### src/rtl/spi_slave_datapath_param.sv
// SPI slave datapath: runtime word length, selectable bit order, multi-word bursts, valid/ready TX/RX.
// Optional sticky rx_overrun flag is enabled by defining SPI_SLAVE_OVERRUN_EN.
module spi_slave_datapath_param #(
  parameter int SPI_MAX_WIDTH_LOG = 4
) (
  input  logic                                clk,
  input  logic                                rst,
  input  logic                                cpha,
  input  logic                                lsb_first,
  input  logic [SPI_MAX_WIDTH_LOG-1:0]        len,
  input  logic                                spi_start,
  input  logic                                spi_stop,
  input  logic                                sck_first_edge,
  input  logic                                sck_second_edge,
  input  logic                                mosi,
  output logic                                miso,
  input  logic [(1<<SPI_MAX_WIDTH_LOG)-1:0]   tx_data,
  input  logic                                tx_valid,
  output logic                                tx_ready,
  output logic [(1<<SPI_MAX_WIDTH_LOG)-1:0]   rx_data,
  output logic                                rx_valid,
  input  logic                                rx_ready,
  output logic                                busy,
  output logic                                underrun
`ifdef SPI_SLAVE_OVERRUN_EN
  ,
  output logic                                rx_overrun
`endif
);

  localparam int W  = 1 << SPI_MAX_WIDTH_LOG;
  localparam int CW = SPI_MAX_WIDTH_LOG + 1;

  typedef enum logic {IDLE, ACTIVE} state_t;

  state_t                       state, state_next;
  logic                         lsb_q;
  logic [SPI_MAX_WIDTH_LOG-1:0] len_q;
  logic [W-1:0]                 tx_hold;
  logic                         tx_full;
  logic [W-1:0]                 tx_shift;
  logic [W-1:0]                 rx_shift;
  logic [W-1:0]                 rx_next;
  logic [CW-1:0]                bit_cnt;
  logic [CW-1:0]                cnt_inc;
  logic [CW-1:0]                len_end;
  logic                         edge_ok;
  logic                         rd_evt;
  logic                         wr_evt;
  logic                         done;
  logic                         load;
  logic                         tx_accept;

  always_ff @(posedge clk or posedge rst) begin
    if (rst) state <= IDLE;
    else     state <= state_next;
  end

  always_comb begin
    state_next = state;
    if (spi_start)     state_next = ACTIVE;
    else if (spi_stop) state_next = IDLE;
  end

  // Edge roles swap with cpha; a simultaneous second edge is dropped in favour of the first.
  always_comb begin
    edge_ok   = (state == ACTIVE) && !spi_start && !spi_stop;
    rd_evt    = edge_ok && (cpha ? (sck_second_edge && !sck_first_edge) : sck_first_edge);
    wr_evt    = edge_ok && (cpha ? sck_first_edge : (sck_second_edge && !sck_first_edge));
    cnt_inc   = bit_cnt + CW'(1);
    len_end   = {1'b0, len_q} + CW'(1);
    done      = rd_evt && (cnt_inc == len_end);
    load      = spi_start || done;
    tx_accept = tx_valid && !tx_full;
  end

  always_comb begin
    rx_next = rx_shift;
    if (lsb_q) rx_next[bit_cnt[SPI_MAX_WIDTH_LOG-1:0]] = mosi;
    else       rx_next = {rx_shift[W-2:0], mosi};
  end

  // TX path: holding register feeds the shifter at every word boundary.
  always_ff @(posedge clk or posedge rst) begin
    if (rst) begin
      tx_hold  <= '0;
      tx_full  <= 1'b0;
      tx_shift <= '0;
      underrun <= 1'b0;
    end else begin
      underrun <= load && !tx_full && !tx_accept;
      if (load) begin
        if (tx_full) begin
          tx_shift <= tx_hold;
          tx_full  <= 1'b0;
        end else if (tx_accept) begin
          tx_shift <= tx_data;
        end else begin
          tx_shift <= '0;
        end
      end else begin
        if (tx_accept) begin
          tx_hold <= tx_data;
          tx_full <= 1'b1;
        end
        if (spi_stop)
          tx_shift <= '0;
        else if (wr_evt && (bit_cnt != '0))
          tx_shift <= lsb_q ? (tx_shift >> 1) : (tx_shift << 1);
      end
    end
  end

  // RX path and per-transfer configuration.
  always_ff @(posedge clk or posedge rst) begin
    if (rst) begin
      lsb_q    <= 1'b0;
      len_q    <= '0;
      bit_cnt  <= '0;
      rx_shift <= '0;
      rx_data  <= '0;
      rx_valid <= 1'b0;
    end else begin
      if (spi_start) begin
        lsb_q <= lsb_first;
        len_q <= len;
      end
      if (spi_start || spi_stop || done) begin
        bit_cnt  <= '0;
        rx_shift <= '0;
      end else if (rd_evt) begin
        bit_cnt  <= cnt_inc;
        rx_shift <= rx_next;
      end
      if (done) begin
        rx_data  <= rx_next;
        rx_valid <= 1'b1;
      end else if (rx_valid && rx_ready) begin
        rx_valid <= 1'b0;
      end
    end
  end

`ifdef SPI_SLAVE_OVERRUN_EN
  always_ff @(posedge clk or posedge rst) begin
    if (rst)                                  rx_overrun <= 1'b0;
    else if (spi_start)                       rx_overrun <= 1'b0;
    else if (done && rx_valid && !rx_ready)   rx_overrun <= 1'b1;
  end
`endif

  assign tx_ready = ~tx_full;
  assign busy     = (state == ACTIVE);
  assign miso     = (state == ACTIVE) ? (lsb_q ? tx_shift[0] : tx_shift[len_q]) : 1'b0;

endmodule

### config.mk
export PLATFORM = sky130hd
export DESIGN_NAME = spi_slave_datapath_param
export DESIGN_NICKNAME = d
export VERILOG_FILES = /design/src/rtl/spi_slave_datapath_param.sv
export SDC_FILE = /design/constraint.sdc
export NUM_CORES = 1
export LEC_CHECK = 0
export CAP_MARGIN = 10
export CORE_ASPECT_RATIO = 1.2
export CORE_UTILIZATION = 55
export CTS_CLUSTER_SIZE = 10
export DETAILED_ROUTE_END_ITERATION = 16
export PLACE_DENSITY = 0.79
export SYNTH_ARGS = -nofsm -noshare
export SYNTH_HDL_FRONTEND = slang
export SYNTH_SLANG_ARGS = --single-unit
### constraint.sdc
create_clock -name clk -period 6.3 [get_ports clk]
set_input_delay 1.26 -clock clk [delete_from_list [all_inputs] [get_ports clk]]
set_output_delay 1.26 -clock clk [all_outputs]
set_load 0.01 [all_outputs]
## After elaboration in Yosys (flattened, before gate mapping)

Index checks and enable logic that the tools add are counted.

- Flip-flop bits (word level): 78
- Output and inout bits: 21
- Word-level logic and storage cells: 72

- $add $sub $neg: 2
- $lt $le $gt $ge: 3
- Equality and inequality tests: 1
- Mux-type cells: 26
- Bitwise operators: 2
- Reduce and logical (&&, ||, !) cells: 27

Operator list:

| operator | count |
|---|---|
| 2-to-1 mux 16 bit | 9 |
| bitwise mux 16 bit | 1 |
| logical AND 1 bit | 12 |
| 2-to-1 mux 1 bit | 12 |
| less-than comparator 4 x 5 -> 1 bit, second input constant | 2 |
| 2-to-1 mux 5 bit | 2 |
| nonzero test 2 bit | 4 |
| adder 4 x 1 -> 5 bit, second input constant | 1 |
| adder 5 x 1 -> 5 bit, second input constant | 1 |
| equality test 5 bit | 1 |
| logical NOT 1 bit | 5 |
| nonzero test 5 bit | 1 |
| binary-select mux 1 bit (select 4 bit) | 1 |
| demux 1 bit (select 4 bit) | 1 |
| >= comparator 4 x 1 -> 1 bit, second input constant | 1 |
| logical OR 1 bit | 3 |
| nonzero test 3 bit | 1 |
| inverter 1 bit | 2 |
| AND reduction 2 bit | 1 |

## Logic depth before layout (Yosys ltp)

Gate-level depths: netlist of the first run.

- Depth in word-level cells: 8
- Depth in mapped cells: 11

## Worst setup path after synthesis of the first run

OpenSTA, ideal clock, no wires.

- Path kind: input-to-reg
- From: input port spi_start
- To: register tx_hold[0]
- Setup time: 0.125 ns
- Arrival time: 2.922 ns
- Setup slack: 3.252 ns
- Stages: 11
- Buffers on the path: 5
- Cells stage by stage: buf_6 -> nor2_4 -> o211a_1 -> buf_4 -> nand4_1 -> o21ba_1 -> buf_6 -> and3_4 -> buf_6 -> buf_6 -> mux2_4

- Longest elaborated chain between the ends: 8

RTL lines:

| what | line | RTL |
|---|---|---|
| from (decl) | 11 | `input logic spi_start,` |
| logical NOT 1 bit | 67 | `edge_ok = (state == ACTIVE) && !spi_start && !spi_stop;` |
| logical AND 1 bit (2 in series) | 67 |  |
| logical AND 1 bit | 68 | `rd_evt = edge_ok && (cpha ? (sck_second_edge && !sck_first_edge) : sck_first_edge);` |
| logical AND 1 bit | 72 | `done = rd_evt && (cnt_inc == len_end);` |
| logical OR 1 bit (*) | 73 | `load = spi_start \|\| done;` |
| inverter 1 bit (no line) (*) | -- |  |
| AND reduction 2 bit (no line) (*) | -- |  |
| to (signal assigned) | 103 | `tx_hold <= tx_data;` |
| to (decl) | 39 | `logic [W-1:0] tx_hold;` |

Every way passes the cells marked *; elsewhere a longest branch is shown, timed or not.
A chain may end at the register's enable or synchronous reset.

## Worst setup path after layout of the first run

- From: register len_q[0]
- To: output port miso

- Longest elaborated chain between the ends: 4

RTL lines:

| what | line | RTL |
|---|---|---|
| from (decl) | 38 | `logic [SPI_MAX_WIDTH_LOG-1:0] len_q;` |
| from (signal assigned) | 126 | `len_q <= len;` |
| binary-select mux 1 bit (select 4 bit) | 154 | `assign miso = (state == ACTIVE) ? (lsb_q ? tx_shift[0] : tx_shift[len_q]) : 1'b0;` |
| 2-to-1 mux 1 bit (implied by the code) | 154 |  |
| 2-to-1 mux 1 bit (2 in series) | 154 |  |
| to (decl) | 16 | `output logic miso,` |

No other way between the ends. The select of a mux whose other input is x is not followed.

==> summary.txt, run 1 <==
Outcome
  – Status: complete, no violations

Global routing
  – Largest net degree at the start of global routing: 61
  – Vias in the first global route: 3,166
  – First-pass GRT wire length: 14,900 um
  – Initial antenna violation count: 0
  – GRT Overall Usage: 0.227
  – Gr ovfl total: 0

Timing
  – Normalized max-slew margin: 0.490
  – Post-route clock period utilization: 0.616
  – Clock Skew: 11.4 ps
  – Final hold vios: 0
  – Tmin final: 3880 ps
  – Slew @ Worst Pin: 765 ps
  – Final setup viols: 0
  – RSZ-0062 raised after global routing: false
  – Final setup margin: 2420 ps
  – Fmax: 258 MHz
  – Setup TNS: 0 ps
  – Slew Limit Fails: 0

Routing
  – Wirelength per Cell: 16.1 um
  – First-pass detailed-route iteration total: 4
  – 1st-iter DRT viols: 98
  – Routed wire length: 8790 um
  – Vias post-DR: 3,132
  – Vias/cell: 5.73
  – Post-DRT Antenna Nets: 0
  – Residual DRC count: 0

Final layout
  – Synth-to-Final Area Change: 18.2%
  – Fill cells: 600
  – Share of layout cells above drive strength 1: 0.149
  – Nets@finish: 486
  – Finished Cell Area: 0.00511 mm2
  – Non-Filler Instances: 547
  – Antenna Cells: 0

Critical path
  – Critical path arrival: 2620 ps
  – Reg2reg end: tx_hold[12]
  – Worst r2r path cells: 8
  – Critical-path maximum fanout: 8
  – Critical path required time: 5040 ps
  – FF-to-FF setup slack: 3460 ps
  – Setup crit start kind: register
  – WS Path Type: register to output port
  – Worst r2r src: bit_cnt[0]
  – Critical Path Sink Type: output port

Clock tree
  – Worst-skew pair later-pin latency: 360 ps
  – TritonCTS Buffers: 9
  – Post-CTS Hold Buffers: 0
  – # Post-CTS Setup Buffers: 0
  – CTS max path bufs: 2
  – CTS tree: done
  – H-tree lvl count: 3
  – Worst-path clk slew: 80 ps
  – Clk sink count: 78
  – Number of cells upsized or downsized after cts: 0
  – CTS Root Cell: clkbuf_8

Logic synthesis
  – Sequential share of the synthesized area: 0.451
  – Mux cell area share after synthesis: 0.221
  – Post-Synthesis Cell Area: 0.00433 mm2
  – YS warnings: 0
  – Synth Area in Simple Gates: 0.123
  – Syn_nets: 449
  – Post-Synth XOR/XNOR Area: 0.0306
  – Top_reg_cell synth: dfrtp_1
  – Syn_area_per_cell: 10.5 um2
  – Yosys cell types: 42
  – Largest family of logic cells by synthesized area: multiplexers
  – Post-Synth Adder-Cell Area: 0.0145
  – Number of synthesized flops with an enable pin: 0
  – Cells after Synth: 413
  – Compound-Gate Fraction of Synth Area: 0.114
  – #FFs+latches synth: 78
  – FFs w/ async S/R, synth: 1.00

Floorplanning
  – Initial Util: 0.565
  – Placeable Area: 0.00766 mm2
  – Io pins: 52
  – Row count: 35
  – Die footprint: 0.00823 mm2
  – Die width: 83.0 um
  – Die H: 99.2 um

Min path
  – Hold Crit Start: rx_data[11]
  – WHS Endpoint: rx_data[11]
  – Hold Path Class: register to register
  – Worst hold path stage count: 2

Placed design
  – Placed Area: 0.00484 mm2
  – Setup WS pre-CTS: 2120 ps
  – Detailed placement HPWL: 5950 um
  – GPL Wtd Cong: 0.833
  – Dpl cells: 531
  – Port Buffers: 51

Pwr
  – Total power: 1.31 mW
  – Max VDD drop: 0.175 mV
  – Leak: 2.30 nW
  – Power Dens Cells: 256 mW/mm2

Job
  – MaxCap Viol Count: 0
layer usage:
metal,vias up,share of wire,GRT usage
li1,1519,-,-
met1,1539,0.43,0.273
met2,64,0.52,0.401
met3,10,0.027,0.0340
met4,0,0.020,0.111
met5,-,0,0
cells in the mapped netlist (2+ instances only):
| cell type | n | area (um2) |
|---|---|---|
| dfrtp_1 | 78 | 1950 |
| nor2_1 | 52 | 195 |
| a21oi_1 | 48 | 240 |
| mux2i_1 | 41 | 410 |
| mux2_2 | 25 | 282 |
| nand2_1 | 22 | 82.6 |
| and3_1 | 17 | 106 |
| clkbuf_1 | 17 | 63.8 |
| o22a_1 | 14 | 123 |
| inv_1 | 11 | 41.3 |
| mux2_4 | 10 | 150 |
| o21ai_0 | 8 | 40.0 |
| xnor2_1 | 7 | 61.3 |
| buf_2 | 6 | 30.0 |
| nand3_1 | 6 | 30.0 |
| ha_1 | 5 | 62.6 |
| mux4_2 | 5 | 113 |
| buf_6 | 4 | 45.0 |
| buf_1 | 3 | 11.3 |
| nor2b_1 | 3 | 18.8 |
| o21a_1 | 3 | 22.5 |
| xor2_1 | 3 | 26.3 |
| and2_1 | 2 | 12.5 |
| nand4_1 | 2 | 12.5 |
| nor3b_1 | 2 | 15.0 |
| o22ai_1 | 2 | 12.5 |
| xnor3_1 | 2 | 45.0 |
per-stage QoR:
stage                     hold WS (ps)  utilization
after global routing               521        0.667
after floorplan                    480            -
final                              481        0.667
after CTS                          487        0.667
after global placement             462        0.632
after detailed placement           469        0.632
placed cells by master (no fill, tap or decap), types with 6 or more instances in the layout:
| cell type | netlist | final |
|---|---|---|
| a21oi_1 | 48 | 48 |
| xnor2_1 | 7 | 7 |
| dfrtp_1 | 78 | 78 |
| and3_1 | 17 | 17 |
| mux2i_1 | 41 | 41 |
| nand2_1 | 22 | 22 |
| clkdlybuf4s50_1 | 0 | 51 |
| mux2_2 | 25 | 25 |
| nor2_1 | 52 | 52 |
| mux2_4 | 10 | 10 |
| inv_1 | 11 | 10 |
| o21ai_0 | 8 | 7 |
| clkbuf_8 | 0 | 10 |
| buf_4 | 1 | 6 |
| o22a_1 | 14 | 14 |
| nand3_1 | 6 | 6 |
area by class of cell:
cell class	instances	area [um2]	area share
inverters	11	41.3	0.00807
clock buffers	10	138	0.0269
repair buffers	57	556	0.109
clock inverters	6	133	0.0259
well taps	92	115	0.0225
flip-flops and latches	78	1950	0.382
multi-input cells	293	2180	0.426
how the worst max path moves through the flow:
| stage | startpoint | endpoint | slack [ps] | cells past startpoint |
|---|---|---|---|---|
| after floorplan | rst | bit_cnt[0] | 3040 | 1 |
| after global placement | spi_start | tx_shift[3] | 2180 | 9 |
| after detailed placement | spi_start | tx_shift[0] | 2120 | 9 |
| after CTS | len_q[0] | miso | 2380 | 5 |
| after global routing | spi_start | tx_shift[0] | 2220 | 9 |
| final | len_q[0] | miso | 2420 | 5 |
kinds of logic after synthesis:
| logic type | after synthesis |
|---|---|
| DFF | 78 |
| AOI/OAI and AO/OA | 82 |
| buffers and inverters | 42 |
| muxes | 81 |
| adders and majority gates | 5 |
| xor gates and xnor gates | 12 |
| and+or+nand+nor | 113 |
worst max-delay path, cell delays in order, from the launching register on:
cell and delay, ps:
dfrtp_1 580, mux4_2 570, mux4_2 460, nand2_1 70, a21boi_0 90, clkdlybuf4s50_1 500
state kept, by name (all words and copies together), names as in the netlist:
| register | count |
|---|---|
| rx_data | 16 |
| rx_shift | 16 |
| tx_hold | 16 |
| tx_shift | 16 |
| bit_cnt | 5 |
| len_q | 4 |
| busy | 1 |
| lsb_q | 1 |
| rx_valid | 1 |
| tx_full | 1 |
| underrun | 1 |
power by group:
part / internal [mW] / switching, mW
Clock: 0.313 / 0.188
Combinational: 0.127 / 0.0953
Sequential: 0.547 / 0.0404
Total: 0.987 / 0.323
Note: power is estimated with default switching activity, not from simulation.
==> run 2: changes to the inputs <==
==> constraint.sdc (replaced) <==
create_clock -name clk -period 3.95 [get_ports clk]
set_input_delay 0.79 -clock clk [delete_from_list [all_inputs] [get_ports clk]]
set_output_delay 0.79 -clock clk [all_outputs]
set_load 0.01 [all_outputs]
==> summary.txt, run 2 (synthesized netlist as in run 1, its figures left out) <==
Timing
  – RSZ-0062 raised after global routing: false
  – Final hold vios: 0 (unchanged)
  – Final setup viols: 0 (unchanged)
  – Fmax: 289 MHz
  – Setup TNS: 0 ps (unchanged)
  – Tmin final: 3460 ps
  – Normalized max-slew margin: 0.356 (-0.134)
  – Slew Limit Fails: 0 (unchanged)
  – Slew @ Worst Pin: 966 ps (+201 ps)
  – Clock Skew: 10.0 ps (-1.34 ps)
  – Post-route clock period utilization: 0.876

Critical path
  – Critical-path maximum fanout: 8 (unchanged)
  – Slowest stage delay, CP: 580 ps (about the same)
  – Critical path required time: 3160 ps (-1880 ps)
  – Crit-path slowest cell: dfrtp_1
  – FF-to-FF setup slack: 1100 ps (-2360 ps)
  – Worst r2r src: bit_cnt[0]
  – Critical Path Sink Type: output port
  – WS Path Type: register to output port
  – Reg2reg end: tx_hold[12]
  – Critical path arrival: 2670 ps (+50 ps)
  – Critical Path End: miso
  – Setup crit start kind: register
  – Worst r2r path cells: 8 (unchanged)
  – Cell mode on critical path: mux4_2
  – CP cell instances: mux4_2 > mux4_2 > nand2_1 > a21boi_0 > clkdlybuf4s50_1
  – Worst Setup SP: len_q[0]

Pwr
  – Max VDD drop: 0.274 mV (+57%)
  – Leak: 2.27 nW (-1.4%)
  – Power Dens Cells: 377 mW/mm2 (+47%)

Final layout
  – Commonest non-fill, non-tap cell in the layout: dfrtp_1
  – Finished Cell Area: 0.00504 mm2 (-1.4%)
  – Fill cells: 598 (-0.33%)
  – Share of layout cells above drive strength 1: 0.147 (-0.00220)
  – Nets@finish: 486 (unchanged)
  – Synth-to-Final Area Change: 16.5%
  – Storage cell area: 0.00195 mm2 (unchanged)
  – Antenna Cells: 0 (unchanged)
  – Area of the multi-input gates: 0.00218 mm2 (unchanged)
  – Most frequent cells in the layout: dfrtp_1, nor2_1, clkdlybuf4s50_1

Placed design
  – Placed Area: 0.00484 mm2 (unchanged)
  – Detailed placement HPWL: 5840 um (-1.8%)
  – GPL Wtd Cong: 0.791 (-5.1%)
  – Port Buffers: 51 (unchanged)

Min path
  – Worst hold path stage count: 2 (unchanged)
  – Hold Path Class: register to register

Global routing
  – Vias in the first global route: 3,139 (-0.85%)
  – Initial antenna violation count: 0 (unchanged)
  – Gr ovfl total: 0 (unchanged)
  – Largest net degree at the start of global routing: 79 (+30%)
  – First-pass GRT wire length: 14,900 um (unchanged)
  – GRT Overall Usage: 0.224 (-0.00298)

Floorplanning
  – Die H: 99.2 um (unchanged)
  – Die footprint: 0.00823 mm2 (unchanged)
  – Initial Util: 0.565 (unchanged)
  – Io pins: 52 (unchanged)
  – Die width: 83.0 um (unchanged)
  – Row count: 35 (unchanged)
  – Placeable Area: 0.00766 mm2 (unchanged)

Routing
  – Residual DRC count: 0 (unchanged)
  – First-pass detailed-route iteration total: 4 (unchanged)
  – Routed wire length: 8630 um (-1.8%)
  – Vias/cell: 5.79 (+1.1%)
  – 1st-iter DRT viols: 188 (+92%)
  – Post-DRT Antenna Nets: 0 (unchanged)
  – Wirelength per Cell: 15.8 um (-1.8%)
  – Vias post-DR: 3,168 (+1.1%)

Clock tree
  – Worst-path clk slew: 80 ps (about the same)
  – Post-CTS Hold Buffers: 0 (unchanged)
  – CTS max path bufs: 2 (unchanged)
  – CTS Root Cell: clkbuf_8
  – # Post-CTS Setup Buffers: 0 (unchanged)
  – TritonCTS Buffers: 9 (unchanged)
  – CTS tree: done
  – Number of cells upsized or downsized after cts: 0 (unchanged)
  – H-tree lvl count: 3 (unchanged)
  – Clk sink count: 78 (unchanged)
  – Worst-skew pair later-pin latency: 350 ps (about the same)

Job
  – MaxCap Viol Count: 0 (unchanged)

Outcome
  – Status: complete, no violations
## run 2: cell types whose count changed in the layout (fill, tap and decap cells not counted), sizes merged
cell	change
clkbuf	+1
bufinv	-3
clkinv	+1
inv	+1
## run 2: cell type report
class | instances | share of cell area
Inverter | 11 | 0.00819
Clock inverter | 5 | 0.0112
Multi-Input combinational cell | 293 | 0.433
Tap cell | 92 | 0.0228
Clock buffer | 11 | 0.0280
Sequential cell | 78 | 0.387
Timing Repair Buffer | 57 | 0.110
## run 2: worst min-delay path by stage
stage	start	slack (ps)	endpoint
2_1_floorplan	tx_shift[15]	480	tx_shift[15]
3_3_place_gp	rx_data[13]	460	rx_data[13]
3_5_place_dp	rx_data[11]	470	rx_data[11]
4_1_cts	rx_data[11]	490	rx_data[11]
5_1_grt	rx_data[0]	510	rx_data[0]
6_report	rx_data[11]	480	rx_data[11]
## run 2: worst max-delay path, delay by kind of cell (launching register included)
family	cells	cell delay, ps
buf+inv	1	510
simple gates	1	70
mux	2	1010
flops	1	580
compound gates	1	130
## run 2: per-stage QoR
step                power, mW  utilization  setup WS [ps]  instances  hold slack (ps)
finish                   1.90        0.658            490        547              478
CTS                      1.91        0.658            489        547              486
global placement         1.30        0.632            849        531              460
global route             1.98        0.658            429        547              508
floorplan                1.19            -           1160        413              480
detailed placement       1.31        0.632            811        531              469
## run 2: report_power, final
part / total [mW] / switching, mW / internal, mW
sequential: 0.944 / 0.0712 / 0.873
combinational: 0.349 / 0.147 / 0.202
clock: 0.606 / 0.296 / 0.310
## run 2: metal layers
| layer | global-route usage | up-vias | share of wire |
|---|---|---|---|
| met1 | 0.288 | 1559 | 0.44 |
| met3 | 0.0307 | 18 | 0.029 |
| li1 | - | 1517 | - |
| met2 | 0.386 | 74 | 0.51 |
| met4 | 0.0902 | 0 | 0.019 |
| met5 | 0 | - | 0 |
==> run 3: changes to the inputs <==
--- a/config.mk
+++ b/config.mk
@@ -10,6 +10,7 @@
 export CORE_UTILIZATION = 55
 export CTS_CLUSTER_SIZE = 10
 export DETAILED_ROUTE_END_ITERATION = 16
+export GPL_ROUTABILITY_DRIVEN = 0
 export PLACE_DENSITY = 0.79
 export SYNTH_ARGS = -nofsm -noshare
 export SYNTH_HDL_FRONTEND = slang
==> results of run 3 <==
Final layout, timing and power as in run 2 (identical DEF).
